<file path="src/rtl/regfile_pkg.sv">
// Shared types and constants for the integer register file.
// Address width derivation lives here so every block agrees on it.
package regfile_pkg;

  localparam int XLEN_DEF  = 64;
  localparam int NREGS_DEF = 32;
  localparam int ZERO_ADDR = 0;

  function automatic int addr_w(input int n);
    int w;
    w = 0;
    for (int i = 0; i < 32; i++)
      if ((1 << w) < n) w++;
    return w;
  endfunction

  typedef logic [addr_w(NREGS_DEF)-1:0] reg_addr_t;
  typedef logic [XLEN_DEF-1:0]          xlen_t;

endpackage

</file>
<file path="src/rtl/regfile_scoreboard.sv">
// Per-register busy tracking for RAW/WAW hazard detection.
// Issue sets, writeback clears, flush/reset clear everything.
module regfile_scoreboard
  import regfile_pkg::*;
#(
  parameter  int NREGS    = NREGS_DEF,
  parameter  int NRD      = 2,
  parameter  int ZERO_REG = 1,
  localparam int AW       = addr_w(NREGS)
) (
  input  logic              clk,
  input  logic              rst,
  input  logic [NRD*AW-1:0] rd_addr,
  output logic [NRD-1:0]    rd_busy,
  input  logic              wr_en,
  input  logic [AW-1:0]     wr_addr,
  input  logic              iss_en,
  input  logic [AW-1:0]     iss_rd,
  output logic              iss_ready,
  input  logic              flush
);

  logic [NREGS-1:0] busy_q;
  logic [NREGS-1:0] busy_d;
  logic             zero_en;

  assign zero_en = (ZERO_REG != 0);

  // New producer wins over a same-cycle writeback.
  always_comb begin
    busy_d = busy_q;
    if (flush) begin
      busy_d = '0;
    end else begin
      for (int r = 0; r < NREGS; r++) begin
        if (iss_en && iss_rd == AW'(r))
          busy_d[r] = 1'b1;
        else if (wr_en && wr_addr == AW'(r))
          busy_d[r] = 1'b0;
      end
    end
    if (zero_en)
      busy_d[0] = 1'b0;
  end

  always_ff @(posedge clk) begin
    if (rst)
      busy_q <= '0;
    else
      busy_q <= busy_d;
  end

  for (genvar k = 0; k < NRD; k++) begin : g_rd
    logic [AW-1:0] ra;
    assign ra = rd_addr[k*AW +: AW];
    assign rd_busy[k] = busy_q[ra]
                      & ~(wr_en & (wr_addr == ra));
  end

  assign iss_ready = ~busy_q[iss_rd]
                   | (wr_en & (wr_addr == iss_rd))
                   | (zero_en & (iss_rd == AW'(ZERO_ADDR)));

endmodule

</file>
<file path="src/rtl/regfile_sb.sv">
// Integer register file with write bypass, busy scoreboard
// and a registered debug commit port.
module regfile_sb
  import regfile_pkg::*;
#(
  parameter  int XLEN     = XLEN_DEF,
  parameter  int NREGS    = NREGS_DEF,
  parameter  int NRD      = 2,
  parameter  int ZERO_REG = 1,
  localparam int AW       = addr_w(NREGS)
) (
  input  logic                clk,
  input  logic                rst,
  input  logic [NRD*AW-1:0]   rd_addr,
  output logic [NRD*XLEN-1:0] rd_data,
  output logic [NRD-1:0]      rd_busy,
  input  logic                wr_en,
  input  logic [AW-1:0]       wr_addr,
  input  logic [XLEN-1:0]     wr_data,
  input  logic                iss_en,
  input  logic [AW-1:0]       iss_rd,
  output logic                iss_ready,
  input  logic                flush,
  output logic                dbg_valid,
  output logic [AW-1:0]       dbg_addr,
  output logic [XLEN-1:0]     dbg_data
);

  logic [XLEN-1:0] regs_q [NREGS];
  logic            dbg_valid_q;
  logic [AW-1:0]   dbg_addr_q;
  logic [XLEN-1:0] dbg_data_q;
  logic            zero_en;
  logic            wr_legal;

  assign zero_en  = (ZERO_REG != 0);
  assign wr_legal = wr_en
                  & ~(zero_en & (wr_addr == AW'(ZERO_ADDR)));

  always_ff @(posedge clk) begin
    if (rst) begin
      for (int r = 0; r < NREGS; r++)
        regs_q[r] <= '0;
      dbg_valid_q <= 1'b0;
      dbg_addr_q  <= '0;
      dbg_data_q  <= '0;
    end else begin
      if (wr_legal)
        regs_q[wr_addr] <= wr_data;
      dbg_valid_q <= wr_legal;
      if (wr_legal) begin
        dbg_addr_q <= wr_addr;
        dbg_data_q <= wr_data;
      end
    end
  end

  for (genvar k = 0; k < NRD; k++) begin : g_rd
    logic [AW-1:0] ra;
    assign ra = rd_addr[k*AW +: AW];
    assign rd_data[k*XLEN +: XLEN] =
      (zero_en && ra == AW'(ZERO_ADDR)) ? '0 :
      (wr_legal && wr_addr == ra)       ? wr_data :
                                          regs_q[ra];
  end

  regfile_scoreboard #(
    .NREGS    (NREGS),
    .NRD      (NRD),
    .ZERO_REG (ZERO_REG)
  ) u_sb (
    .clk       (clk),
    .rst       (rst),
    .rd_addr   (rd_addr),
    .rd_busy   (rd_busy),
    .wr_en     (wr_en),
    .wr_addr   (wr_addr),
    .iss_en    (iss_en),
    .iss_rd    (iss_rd),
    .iss_ready (iss_ready),
    .flush     (flush)
  );

  assign dbg_valid = dbg_valid_q;
  assign dbg_addr  = dbg_addr_q;
  assign dbg_data  = dbg_data_q;

endmodule

</file>
<file path="config.mk">
export PLATFORM = sky130hd
export DESIGN_NAME = regfile_sb
export DESIGN_NICKNAME = d
export VERILOG_FILES = /design/src/rtl/regfile_pkg.sv /design/src/rtl/regfile_scoreboard.sv /design/src/rtl/regfile_sb.sv
export SDC_FILE = /design/constraint.sdc
export NUM_CORES = 2
export LEC_CHECK = 0
export CAP_MARGIN = 15
export CORE_MARGIN = 3
export CORE_UTILIZATION = 40
export DETAILED_ROUTE_END_ITERATION = 12
export GPL_ROUTABILITY_DRIVEN = 0
export PLACE_DENSITY = 0.62
export SETUP_SLACK_MARGIN = 0.02
export SYNTH_ARGS = -nofsm -noshare
export SYNTH_HDL_FRONTEND = slang
export SYNTH_SLANG_ARGS = --single-unit
</file>
<file path="constraint.sdc">
create_clock -name clk -period 6 [get_ports clk]
set_input_delay 1.2 -clock clk [delete_from_list [all_inputs] [get_ports clk]]
set_output_delay 1.2 -clock clk [all_outputs]
set_load 0.005 [all_outputs]
</file>
Yosys cells after proc, flatten, opt, wreduce, memory -nomap -nowiden
Memory sizes are Yosys's and may differ from the RTL's.
Index checks and enable logic that the tools add are counted.
{ "totals": {"mem_count": 1, "out_inout_bits": 201, "register_bits": 102, "ramBits": 2048} }
{ "classes": {"bitwise_logic": 12, "magnitude_cmp": 3, "muxes": 80, "reduce_logical": 101, "eq_ne": 65} }
{ "memory_table": {"columns": ["memory", "depth", "width", "read_ports", "rd_ports_with_merged_regs", "wr", "line", "text"], "rows": [
  ["regs_q", 32, 64, 2, 0, 32, "regfile_sb.sv:29", "logic [XLEN-1:0] regs_q [NREGS];"]
]} }
{ "op_table": {"columns": ["op", "n"], "rows": [
  ["two-way mux 64 bit", 5],
  ["== test 5 bit (second input constant)", 32],
  ["== test 5 x 4 -> 1 bit (second input constant)", 16],
  ["two-way mux 1 bit", 71],
  ["logical AND 1 bit", 64],
  ["OR reduction 64 bit", 1],
  ["nonzero test 2 bit", 31],
  ["== test 5 x 3 -> 1 bit (second input constant)", 8],
  ["== test 5 x 2 -> 1 bit (second input constant)", 4],
  ["zero test 5 bit", 4],
  ["less-than comparator 5 x 6 -> 1 bit (second input constant)", 3],
  ["binary-select mux 1 bit (select 5 bit)", 3],
  ["== test 5 bit", 3],
  ["== test 5 x 1 -> 1 bit (second input constant)", 2],
  ["AND 1 bit", 6],
  ["two-way mux 5 bit", 1],
  ["NOT 1 bit", 4],
  ["bitwise OR 1 bit", 2],
  ["OR reduction 2 bit", 1]
]} }

Longest topological paths before layout
{ "depth": {"ltp_word": 8, "depth_mapped": 11, "depth_no_buf": 5} }

Cells and area by module
Synthesis repeated with hierarchy kept, for this count alone.
{ "hier_totals": {"cells_unflattened": 8285, "hier_area_um2": 114352.2} }
{ "modules_own_cells": {"columns": ["mod", "area_each_um2", "n_inst", "cells_each"], "rows": [
  ["regfile_sb", 111987.4, 1, 8009],
  ["regfile_scoreboard", 2364.8, 1, 276]
]} }

Worst setup path after synthesis
No wires, ideal clock.
{ "synth_timing": {"path_kind": "input -> register", "from": "input wr_addr[0]", "to": "memory regs_q[16][0] (netlist name), enable pin", "t_required_ps": 5501, "cell_stages": 3, "setup_ps": 499, "n_path_buf": 1, "setup_slack_ps": 630, "arrival_ps": 4871, "cell_sequence": "or4_1 -> buf_2 -> o21bai_1"} }
{ "synth_lines": {"columns": ["item", "line", "text"], "rows": [
  ["from (decl)", "regfile_sb.sv:18", "input logic [AW-1:0] wr_addr,"],
  ["to (decl)", "regfile_sb.sv:29", null]
]} }

Worst setup path after layout
{ "layout_timing": {"from": "input rd_addr[3]", "to": "output rd_data[33]"} }
{ "layout_between": {"elab_chain_len": 4} }
{ "layout_rtl": {"columns": ["item", "line", "text"], "rows": [
  ["from (decl)", "regfile_sb.sv:14", "input logic [NRD*AW-1:0] rd_addr,"],
  ["branches (longest 3 deep; another with memory (32 x 64 bit))", null, null],
  ["two-way mux 64 bit (*)", "regfile_sb.sv:62", "(zero_en && ra == AW'(ZERO_ADDR)) ? '0 :"],
  ["to (decl)", "regfile_sb.sv:15", "output logic [NRD*XLEN-1:0] rd_data,"]
]} }
Mark *: on every way between the ends.

==> summary.txt <==
Synthesis
  • Synth cell types: 62
  • Main flop type after synthesis: edfxtp_1
  • Largest cells by area after synthesis: edfxtp_1 (55%), mux4_2 (21%), and2_1 (11%), clkbuf_1 (2.1%), dfxtp_1 (1.8%)
  • Flops & latches, synth: approximately 2,100
  • Largest area contributor in the netlist: edfxtp_1
  • Mean post-synth cell area: 14.6 um^2
  • Yosys warnings: 0
  • Cell area after synthesis: 112,000 um^2
  • Ys async rst share: 0%
  • Mapped Cells: roughly 7,700
  • Top cell type's share of synthesized area: 54.7%
  • Post-synthesis sequential area ratio: a little under three fifths
  • Post-synth EDFFs: slightly above 2,000

Route
  • Vias per inst: about 6.7
  • 1st-iter DRT viols: 15,200
  • Drt pass-1 iters: 6
  • Final ANT Viol Nets: 0
  • Wirelength per Cell: 39.0 um
  • Final WL: about 460,000 um
  • Via count: 79,600
  • Drc violations: 0

STA
  • Setup Skew: 0 ps
  • Hold Worst Slack: 453 ps
  • Final period utilization: 102%
  • Fin crit period: a little over 6000 ps
  • Worst slew pin tran: ~1400 ps
  • RSZ-0062 raised after global routing: no
  • Final slew viol count: 0
  • Slew margin rel.: a little under a tenth
  • Final setup viols: 1
  • FMAX: about 160 MHz
  • Final Hold Vio Count: 0
  • PnR worst setup slack: -94.1 ps

Clock tree
  • CTS hold repair buffers: 0
  • Clk sinks: roughly 2,100
  • Clock latency on the worst-skew pair: between 800 and 900 ps
  • CTS buffer count: between 200 and 250
  • Reg clk slew, reported paths: 60 ps
  • H-tree depth: 4
  • CTS tree: done
  • Root Driver: clkbuf_16
  • Clock Tree Buf Depth: 4

Job
  • MaxCap Viol Count: 0

Pwr
  • PD cells: 288 nW/um^2
  • Leakage Power: 44.2 nW
  • Max VDD drop: around 0.24 mV

Cells and area
  • Post-layout nets: 7,989
  • Layout area overhead: 15.4%
  • Cell Count, Final, Fillers Out: between 10,000 and 15,000
  • Final instance area: 130,000 um^2
  • Most frequent cells in the layout: edfxtp_1 (2,048), and2_1 (1,993), mux4_2 (1,024), nand2_1 (403), buf_4 (327)
  • Layout cell share with drive strength beyond 1: between 20% and 30%
  • Most common cell after layout, fill and taps aside: edfxtp_1

Die
  • IO Pins: 290
  • Die area: between 200,000 and 300,000 um^2
  • # rows: 194
  • Core area: ~280,000 um^2
  • Die height: between 500 and 600 um
  • Starting density of the core: 40.2%
  • Die W: between 500 and 600 um

Setup path
  • Setup CP Type: in -> out
  • Worst r2r src: dbg_data[55]
  • CP Capture Type: primary output
  • CP Launch Type: input pin
  • Critical path origin: rd_addr[3]
  • Critical Path Fanout Max: 19
  • Worst endpoint required time: approximately 4800 ps
  • Critical Path AT: 4890 ps

Placement
  • Post-DP Area: ~120,000 um^2
  • Inst Count DP: between 10,000 and 15,000
  • HPWL after DPL: ~270,000 um
  • Port bufs: approximately 290

Worst hold path
  • Hold_sp: dbg_data[21]
  • Worst hold path class: reg -> reg

Outcome
  • Status: finished, violations left
  • Failing checks: setup timing

GRT
  • Number of global-route vias before repair: between 70,000 and 80,000
  • Initial antenna violation count: slightly above 40
  • Tot GR Track Use: a little under a third
  • First-pass GRT wire length: about 630,000 um
  • Largest net degree at the start of global routing: 76
  • Gr ovfl total: 0
[cells in the mapped netlist (16+ instances only)]
master    instances
a21oi_1         125
a221oi_1         26
a22oi_1          28
a32o_1           19
and2_1         1993
and3_1           20
buf_1            50
buf_2           127
buf_4            34
clkbuf_1        620
dfxtp_1         101
edfxtp_1       2048
mux2i_1         162
mux4_2         1024
nand2_1         408
nand3_1         113
nand4_1          17
nor2_1           82
nor2b_1          16
nor3_1           74
o21ai_0         116
o22ai_1         272
or2_2            25
or4_1            21
[area by class of cell]
class	instances	area (um^2)
fillers	24100	150000
flip-flops and latches	2149	63500
multi-input cells	4769	46200
repair buffers	740	7900
clock buffers	300	6270
well taps	3724	4660
clock inverters	124	1230
diodes	27	67.6
inverters	4	18.8
[metal layers]
layer	GRT usage [%]	up-vias	part of all wire, %
met4	17.9	16	6.6
met3	9.71	1563	15
met2	46.9	7507	44
met5	0	-	0.024
li1	-	29900	-
met1	40.9	40600	34
[through the flow]
stage               TNS, ps  power (mW)  util [%]  setup slack (ps)
finish                -94.1        37.3      46.4             -94.1
global route              0        38.1      46.4              39.6
CTS                       0        37.2      46.4              86.5
detailed placement    -92.4        22.9      43.7             -46.6
global placement      -73.7        22.8      43.7             -37.0
floorplan                 0        20.4         -               630
[what timing repair did]
action                                  in CTS  in global routing
resized for setup                            1                  0
pin swaps                                    0                  1
endpoints found under the setup margin       2                  3
buffers inserted                             0                  2
[critical path, cell delays in order]
cell and delay, ps:
buf_4 280, inv_2 570, o21ai_0 650, a31oi_4 670
buf_4 380, nand3_1 320, o211ai_1 210, clkdlybuf4s50_1 560
[report_power, final]
| part | leakage (nW) | internal, mW | switching (mW) |
|---|---|---|---|
| combinational | 20.3 | 2.13 | 2.93 |
| clock | 3.66 | 8.29 | 6.31 |
| sequential | 20.3 | 17.2 | 0.432 |
| total | 44.2 | 27.7 | 9.67 |
[flip-flops by register name (all words and copies together) (netlist names)]
name and flops:
dbg_addr 5, dbg_data 64, dbg_valid 1, regs_q 2048
u_sb.busy_q 31
[worst paths after layout]
kind | depth (start not counted) | slack (ps) | to
min | 2 | 450 | dbg_data[21]
min reg2reg | 2 | 450 | dbg_data[21]
max | 8 | -90 | rd_data[33]
max reg2reg | 2 | 5090 | dbg_data[55]
[cell families (layout without fill, tap and decap cells)]
| group | count (synthesis) | in the layout | synth area share, % |
|---|---|---|---|
| muxes | 1190 | 1190 | 22.0 |
| and+or+nand+nor | 2806 | 2806 | 14.4 |
| buffers and inverters | 842 | 1168 | 3.11 |
| other | 1 | 91 | 0.00333 |
| xor gates and xnor gates | 16 | 16 | 0.125 |
| DFF | 2149 | 2149 | 56.5 |
| AOI/OAI and AO/OA | 693 | 693 | 3.96 |
Note: power is estimated with default switching activity, not from simulation.
